===== src/rtl/mips_pkg.sv =====
// Shared encodings for the MEM-stage data-memory port and the debug dump sequencer.
package mips_pkg;

    typedef enum logic [2:0] {
        ST_IDLE  = 3'd0,
        ST_DRAIN = 3'd1,
        ST_ISSUE = 3'd2,
        ST_WAIT  = 3'd3,
        ST_SEND  = 3'd4,
        ST_DONE  = 3'd5
    } dump_state_e;

    typedef enum logic [1:0] {
        RW_NONE    = 2'b00,
        RW_WRITE   = 2'b01,
        RW_READ    = 2'b10,
        RW_ILLEGAL = 2'b11
    } mem_rw_e;

    localparam logic [1:0] LEN_WORD = 2'b00;

    // The illegal request code is never allowed onto the memory port.
    function automatic logic [1:0] legal_rw(input logic [1:0] rw);
        return (rw == RW_ILLEGAL) ? RW_NONE : rw;
    endfunction

endpackage


===== src/rtl/mem_debug_arbiter_if.sv =====
// Bus bundle around the arbiter: MEM-stage request, dump command, data-memory port, debug stream.
interface mem_debug_arbiter_if #(
    parameter int CNT_W = 16
) ();
    logic [1:0]       pipe_rw;
    logic [31:0]      pipe_addr;
    logic [31:0]      pipe_wdata;
    logic [1:0]       pipe_len;

    logic             dump_start;
    logic [31:0]      dump_base;
    logic [CNT_W-1:0] dump_count;

    logic [1:0]       mem_rw;
    logic [31:0]      mem_addr;
    logic [31:0]      mem_wdata;
    logic [1:0]       mem_len;
    logic [31:0]      mem_rdata;

    logic             dbg_valid;
    logic [31:0]      dbg_data;
    logic             dbg_ready;

    // master: the arbiter itself; slave: pipeline, memory and debug unit around it.
    modport master (
        input  pipe_rw, pipe_addr, pipe_wdata, pipe_len,
        input  dump_start, dump_base, dump_count,
        input  mem_rdata, dbg_ready,
        output mem_rw, mem_addr, mem_wdata, mem_len,
        output dbg_valid, dbg_data
    );

    modport slave (
        output pipe_rw, pipe_addr, pipe_wdata, pipe_len,
        output dump_start, dump_base, dump_count,
        output mem_rdata, dbg_ready,
        input  mem_rw, mem_addr, mem_wdata, mem_len,
        input  dbg_valid, dbg_data
    );
endinterface


===== src/rtl/dump_addr_gen.sv =====
// Dump address generator: latches base/count, walks a word index, flags the final word.
module dump_addr_gen #(
    parameter int CNT_W     = 16,
    parameter int ADDR_STEP = 4
) (
    input  logic             clk,
    input  logic             rst,
    input  logic             load,
    input  logic             incr,
    input  logic [31:0]      base_in,
    input  logic [CNT_W-1:0] count_in,
    output logic [31:0]      addr,
    output logic             last
);
    localparam logic [31:0] STEP = 32'(ADDR_STEP);

    logic [31:0]      base_q,  base_d;
    logic [CNT_W-1:0] count_q, count_d;
    logic [CNT_W-1:0] index_q, index_d;

    always_comb begin
        base_d  = base_q;
        count_d = count_q;
        index_d = index_q;
        if (load) begin
            base_d  = base_in;
            count_d = count_in;
            index_d = '0;
        end else if (incr) begin
            index_d = index_q + CNT_W'(1);
        end
    end

    always_ff @(negedge clk or posedge rst) begin
        if (rst) begin
            base_q  <= '0;
            count_q <= '0;
            index_q <= '0;
        end else begin
            base_q  <= base_d;
            count_q <= count_d;
            index_q <= index_d;
        end
    end

    // 32-bit arithmetic: a dump running past the top of memory wraps to address 0.
    assign addr = base_q + (32'(index_q) * STEP);
    assign last = (index_q == (count_q - CNT_W'(1)));

endmodule


===== src/rtl/mem_debug_arbiter.sv =====
// Shares the MEM-stage data-memory port between the pipeline and a debug memory dump.
module mem_debug_arbiter
    import mips_pkg::*;
#(
    parameter int CNT_W     = 16,
    parameter int ADDR_STEP = 4
) (
    input  logic                clk,
    input  logic                rst,
    mem_debug_arbiter_if.master bus,
    output logic                stall,
    output logic                dump_busy,
    output logic                dump_done,
    output logic                err_conflict
);
    dump_state_e state_q, state_d;
    logic [31:0] dbg_data_q, dbg_data_d;
    logic        err_conflict_q, err_conflict_d;

    logic        gen_load;
    logic        gen_incr;
    logic        gen_last;
    logic [31:0] gen_addr;
    logic        pipe_req;

    dump_addr_gen #(
        .CNT_W     (CNT_W),
        .ADDR_STEP (ADDR_STEP)
    ) u_addr_gen (
        .clk      (clk),
        .rst      (rst),
        .load     (gen_load),
        .incr     (gen_incr),
        .base_in  (bus.dump_base),
        .count_in (bus.dump_count),
        .addr     (gen_addr),
        .last     (gen_last)
    );

    assign pipe_req = (bus.pipe_rw != RW_NONE);

    always_comb begin
        state_d        = state_q;
        dbg_data_d     = dbg_data_q;
        err_conflict_d = err_conflict_q;
        gen_load       = 1'b0;
        gen_incr       = 1'b0;
        bus.mem_rw     = RW_NONE;
        bus.mem_addr   = bus.pipe_addr;
        bus.mem_wdata  = bus.pipe_wdata;
        bus.mem_len    = bus.pipe_len;

        unique case (state_q)
            ST_IDLE: begin
                bus.mem_rw = legal_rw(bus.pipe_rw);
                if (bus.dump_start) begin
                    if (bus.dump_count != '0) begin
                        gen_load = 1'b1;
                        state_d  = ST_DRAIN;
                    end else begin
                        state_d  = ST_DONE;
                    end
                end
            end
            // The pipeline is already frozen, but the access sitting in MEM still completes.
            ST_DRAIN: begin
                bus.mem_rw = legal_rw(bus.pipe_rw);
                state_d    = ST_ISSUE;
            end
            ST_ISSUE: begin
                bus.mem_rw    = RW_READ;
                bus.mem_addr  = gen_addr;
                bus.mem_wdata = '0;
                bus.mem_len   = LEN_WORD;
                if (pipe_req) err_conflict_d = 1'b1;
                state_d = ST_WAIT;
            end
            ST_WAIT: begin
                dbg_data_d = bus.mem_rdata;
                if (pipe_req) err_conflict_d = 1'b1;
                state_d = ST_SEND;
            end
            ST_SEND: begin
                if (pipe_req) err_conflict_d = 1'b1;
                if (bus.dbg_ready) begin
                    if (gen_last) begin
                        state_d = ST_DONE;
                    end else begin
                        gen_incr = 1'b1;
                        state_d  = ST_ISSUE;
                    end
                end
            end
            ST_DONE: begin
                state_d = ST_IDLE;
            end
            default: begin
                state_d = ST_IDLE;
            end
        endcase
    end

    always_ff @(negedge clk or posedge rst) begin
        if (rst) begin
            state_q        <= ST_IDLE;
            dbg_data_q     <= '0;
            err_conflict_q <= 1'b0;
        end else begin
            state_q        <= state_d;
            dbg_data_q     <= dbg_data_d;
            err_conflict_q <= err_conflict_d;
        end
    end

    // Status decodes straight off the state register so reset takes effect immediately.
    assign bus.dbg_valid = (state_q == ST_SEND);
    assign bus.dbg_data  = dbg_data_q;
    assign stall         = (state_q == ST_DRAIN) || (state_q == ST_ISSUE) ||
                           (state_q == ST_WAIT)  || (state_q == ST_SEND);
    assign dump_busy     = (state_q != ST_IDLE);
    assign dump_done     = (state_q == ST_DONE);
    assign err_conflict  = err_conflict_q;

endmodule


===== src/flat_wrapper.sv =====
// flat-port wrapper written by rule: the top's interface ports become plain ports
module mem_debug_arbiter_flat import mips_pkg::*;
#(
    parameter int CNT_W     = 16,
    parameter int ADDR_STEP = 4
)
  (clk, rst, stall, dump_busy, dump_done, err_conflict, bus_pipe_rw, bus_pipe_addr, bus_pipe_wdata, bus_pipe_len, bus_dump_start, bus_dump_base, bus_dump_count, bus_mem_rdata, bus_dbg_ready, bus_mem_rw, bus_mem_addr, bus_mem_wdata, bus_mem_len, bus_dbg_valid, bus_dbg_data);
  mem_debug_arbiter_if #(.CNT_W(CNT_W)) bus_i ();
  input  logic clk;
  input  logic rst;
  output logic stall;
  output logic dump_busy;
  output logic dump_done;
  output logic err_conflict;
  input wire logic [$bits(bus_i.pipe_rw)-1:0] bus_pipe_rw;
  input wire logic [$bits(bus_i.pipe_addr)-1:0] bus_pipe_addr;
  input wire logic [$bits(bus_i.pipe_wdata)-1:0] bus_pipe_wdata;
  input wire logic [$bits(bus_i.pipe_len)-1:0] bus_pipe_len;
  input wire logic [$bits(bus_i.dump_start)-1:0] bus_dump_start;
  input wire logic [$bits(bus_i.dump_base)-1:0] bus_dump_base;
  input wire logic [$bits(bus_i.dump_count)-1:0] bus_dump_count;
  input wire logic [$bits(bus_i.mem_rdata)-1:0] bus_mem_rdata;
  input wire logic [$bits(bus_i.dbg_ready)-1:0] bus_dbg_ready;
  output wire logic [$bits(bus_i.mem_rw)-1:0] bus_mem_rw;
  output wire logic [$bits(bus_i.mem_addr)-1:0] bus_mem_addr;
  output wire logic [$bits(bus_i.mem_wdata)-1:0] bus_mem_wdata;
  output wire logic [$bits(bus_i.mem_len)-1:0] bus_mem_len;
  output wire logic [$bits(bus_i.dbg_valid)-1:0] bus_dbg_valid;
  output wire logic [$bits(bus_i.dbg_data)-1:0] bus_dbg_data;
  assign bus_i.pipe_rw = bus_pipe_rw;
  assign bus_i.pipe_addr = bus_pipe_addr;
  assign bus_i.pipe_wdata = bus_pipe_wdata;
  assign bus_i.pipe_len = bus_pipe_len;
  assign bus_i.dump_start = bus_dump_start;
  assign bus_i.dump_base = bus_dump_base;
  assign bus_i.dump_count = bus_dump_count;
  assign bus_i.mem_rdata = bus_mem_rdata;
  assign bus_i.dbg_ready = bus_dbg_ready;
  assign bus_mem_rw = bus_i.mem_rw;
  assign bus_mem_addr = bus_i.mem_addr;
  assign bus_mem_wdata = bus_i.mem_wdata;
  assign bus_mem_len = bus_i.mem_len;
  assign bus_dbg_valid = bus_i.dbg_valid;
  assign bus_dbg_data = bus_i.dbg_data;
  mem_debug_arbiter #(.CNT_W(CNT_W), .ADDR_STEP(ADDR_STEP)) u_core (.clk(clk), .rst(rst), .bus(bus_i), .stall(stall), .dump_busy(dump_busy), .dump_done(dump_done), .err_conflict(err_conflict));
endmodule

===== config.mk =====
export PLATFORM = sky130hd
export DESIGN_NAME = mem_debug_arbiter_flat
export DESIGN_NICKNAME = d
export VERILOG_FILES = /design/src/rtl/mips_pkg.sv /design/src/rtl/mem_debug_arbiter_if.sv /design/src/rtl/dump_addr_gen.sv /design/src/rtl/mem_debug_arbiter.sv /design/src/flat_wrapper.sv
export SDC_FILE = /design/constraint.sdc
export NUM_CORES = 1
export LEC_CHECK = 0
export CAP_MARGIN = 20
export CORE_UTILIZATION = 45
export CTS_BUF_LIST = sky130_fd_sc_hd__clkbuf_2
export DETAILED_ROUTE_END_ITERATION = 8
export PLACE_DENSITY = 0.91
export RECOVER_POWER = 50
export SLEW_MARGIN = 25
export SYNTH_ARGS = -nofsm -noshare
export SYNTH_HDL_FRONTEND = slang
export SYNTH_SLANG_ARGS = --single-unit

===== constraint.sdc =====
create_clock -name clk -period 5.3 [get_ports clk]
set_input_delay 0.53 -clock clk [delete_from_list [all_inputs] [get_ports clk]]
set_output_delay 0.53 -clock clk [all_outputs]
set_load 0.01 [all_outputs]

Word-level counts from Yosys, hierarchy flattened. Index checks and enable logic that the tools add are counted.

Multiplexer cells: 18. Eq/ne operators: 9. Reductions and logical operators: 12. Add/sub/neg operators: 3.

Operator list (count): 2-to-1 mux 32 bit (2); adder 32 x 18 -> 32 bit (1); 2-to-1 mux 16 bit (2); adder 16 x 1 -> 16 bit (second input constant) (1); equality test 16 bit (1); nonzero test 16 bit (1); subtractor 16 x 1 -> 16 bit (second input constant) (1); one-hot mux 3 bit (5 select lines) (1); 2-to-1 mux 3 bit (4); equality test 3 x 2 -> 1 bit (second input constant) (2); equality test 3 bit (second input constant) (2); 2-to-1 mux 1 bit (6); 2-to-1 mux 2 bit (2); inequality test 2 bit (second input constant) (2); one-hot mux 2 bit (2 select lines) (1); AND reduction 2 bit (2); nonzero test 2 bit (2); equality test 3 x 1 -> 1 bit (second input constant) (1); logical NOT 3 bit (1); logical OR 1 bit (3); nonzero test 3 bit (1); OR reduction 3 bit (1); equality test 2 bit (second input constant) (1); OR reduction 2 bit (1).

Input bits: 152. Word-level logic and storage cells: 48. Output and inout port bits: 105. Register bits after elaboration: 100.

Logic depth before layout (Yosys ltp).
Depth after elaboration: 7. Mapped depth: 12.

Hierarchy. Synthesis repeated with hierarchy kept, for this count alone.

Cells, all modules: 591. Area, all modules: 6348.6 µm².

By module, submodules not included: dump_addr_gen (times used 1, area each 4166.5 µm², cells an instance 412, sequential area each 1601.5 µm²); mem_debug_arbiter (times used 1, area each 2182.1 µm², cells an instance 179, sequential area each 900.9 µm²).

==> reports/results.ini <==
[run_status]
status=finished, violations left
violations=negative setup slack

[worst_setup_path]
worst-path-buf-inv=9
path_max_fanout=3
path_cells=ha_2, buf_4, buf_6, a211oi_4, o21ai_2, nand3_4, a21oi_4, o21bai_4, buf_6, buf_6, buf_6, buf_6, buf_6, buf_6, a21boi_2, xnor2_1, o21ai_1, buf_2
critical-path-slowest-cell=dfrtn_1
path_class=register to output port
worst_setup_path_start_kind=register
cp-end-kind=output port
max_stage_delay_ps=470
crit_family=buffers and inverters
cp.required_ps=4770
critPathArrivalTime_ps=5990
crit_path_frequent_cell=buf_6

[timing]
hold_viol=0
final.setup.tns_ps=-21000
report.final.slew_viol_count=0
holdWs_ps=439
tightest_slew_ps=1180
clock_skew_ps=24.3
setup_violations=27
fin_ws_ps=-1220
grt_setup_unrepaired=true
slew_headroom_pct=20.7

[detailed_routing]
drtAntennaViolNets=0
via_per_inst=5.48
dr.pass1.iters=5
vias=6910
wl_per_cell_um=18.4
drc_errors=0
wirelength_mm=23.2
first_iter_violations=494

[synth]
ys_top_cells_by_area=dfrtn_1 40%, nand2_1 12%, mux2_2 6.0%, xnor2_1 4.1%, and2_1 3.8%
yosysUniqueCellTypes=61
yosysTopAreaCell=dfrtn_1
synth-main-ff-cell=dfrtn_1
seq_area_frac_synth_pct=40.1
synth_seq_cells=100
synth_warnings=0
yosysTopAreaCellShare_pct=40.1
syn_avg_cell_area_um2=8.54
syn-num-nets=901
synthCells=730
synthArstFlopShare_pct=100
syn-cell-area_um2=6240
synth-edff-count=0

[final_layout]
fillCellCount=867
seqCellArea_um2=2500
stdcell_count=1260
nets=1248
multi_input_area_um2=4000
design_area_um2=10400
drive_above_1_share_pct=25.3
mostFrequentLayoutCells=207 x nand2_1, 154 x clkdlybuf4s50_1, 100 x dfrtn_1, 91 x buf_4, 37 x and2_1
area_growth_pct=66.6
utilization_pct=77.5
layout_commonest_cell=nand2_1

[die]
die-area_um2=14300
pin_count=257
coreArea_um2=13400
die_width_um=120
rows=42
die_h_um=120
initial_core_util_pct=46.5

[clock_network]
cts_made_buffers=9
clk_pin_slew_ps=160
ctsRootBufferMaster=clkbuf_2
htreeDepth=3
clock-sinks=100
clkLatencyLatePin_ps=480
cts_tree=done
clk_path_buf_depth=2

[min_path]
min_path_type=register to register

[placement]
gp_congestion=0.929
dp_slack_ps=-971
postPlaceCellArea_um2=9580
portBuffers=256
dpl.hpwl_mm=15.5
numPlacedInstances=1199

[global_route]
grt_pass1_vias=6857
grt_max_degree=42
grt-ovfl-total=0
grt_pass1_wl_mm=33.9
antenna_found_initial=3
grt_usage_pct=30.5

[job]
drv_cap=0

[power]
p_per_area_nw_per_um2=444
p_total_mw=4.61
leakage_nw=4.93
vdd_drop_max_v=0.000326

## cells by family (layout without fill, tap and decap cells)
logic type	after synthesis	in the layout	share of synthesized area, %
compound gates	112	112	11.2
other cells	0	3	0
flops	100	100	40.1
simple gates	357	357	27.2
xor+xnor	52	52	7.30
buf+inv	50	401	3.15
fa+ha+maj	19	19	3.93
mux	40	40	7.12
## synth_stat cells, types with 8 or more instances
| cell type | count |
|---|---|
| a21oi_1 | 17 |
| and2_1 | 38 |
| clkbuf_1 | 31 |
| dfrtn_1 | 100 |
| ha_1 | 18 |
| inv_1 | 12 |
| mux2_2 | 33 |
| nand2_1 | 207 |
| nand3_1 | 16 |
| nor2_1 | 21 |
| nor2b_1 | 8 |
| nor3_1 | 10 |
| nor4_1 | 11 |
| o21ai_0 | 44 |
| xnor2_1 | 29 |
| xor2_1 | 23 |
## metal layers
layer	global-route usage, %	up-vias	wire length (µm)
li1	-	3190	-
met1	32.8	3275	8490
met2	54.5	368	11800
met3	8.17	77	1840
met4	15.8	0	1140
met5	0	-	0
## worst reg2reg max path, stage by stage, from the launching register on
cell	delay (ps)
dfrtn_1	440
inv_1	100
ha_1	270
or4b_1	610
o21ai_0	220
o2111ai_1	160
or4_4	520
nor4_4	630
nor2b_1	290
nand2_1	220
mux2_1	330
## sequential cells by signal (all words and copies together) (netlist names)
signal and cells:
u_core.u_addr_gen.base_q 32, u_core.u_addr_gen.index_q 16, u_core.state_q 3, u_core.bus.dbg_data 32
u_core.err_conflict 1, u_core.u_addr_gen.count_q 16
## power breakdown
part           switching (mW)  internal, mW  total [mW]
combinational            1.42          1.49        2.91
sequential              0.286          1.11        1.39
clock                   0.249        0.0620       0.311
## final timing paths
check / to / cells after the start / slack (ps) / from
max: bus_mem_addr[19] / 18 / -1220 / u_core.u_addr_gen.index_q[0]$_DFFE_NP0P_
min: u_core.u_addr_gen.base_q[17]$_DFFE_NP0P_ / 2 / 440 / u_core.u_addr_gen.base_q[17]$_DFFE_NP0P_
max reg2reg: u_core.u_addr_gen.index_q[1]$_DFFE_NP0P_ / 10 / 1410 / u_core.u_addr_gen.count_q[0]$_DFFE_NP0P_
min reg2reg: u_core.u_addr_gen.base_q[17]$_DFFE_NP0P_ / 2 / 440 / u_core.u_addr_gen.base_q[17]$_DFFE_NP0P_
max in group asynchronous: u_core.u_addr_gen.index_q[3]$_DFFE_NP0P_ / 3 / 560 / rst
min in group asynchronous: u_core.bus.dbg_data[23]$_DFFE_NP0P_ / 2 / 3220 / rst
## cell type report
cell class | count | share of cell area, %
multi-input combinational | 580 | 38.5
timing repair buffer | 374 | 34.0
sequential | 100 | 24.1
tap | 176 | 2.12
clock buffer | 11 | 0.530
inverter | 12 | 0.446
clock inverter | 4 | 0.265
antenna | 3 | 0.0723
## repair_timing
action | 4_1_cts | 5_1_grt
resized for setup | 211 | 48
gates cloned | 1 | 2
setup buffers | 30 | 12
endpoints found under the hold margin | 0 | 0
hold buffers | 0 | 0
setup endpoints to repair | 68 | 62
pin swaps | 48 | 34
(Power assumes the default switching activity.)
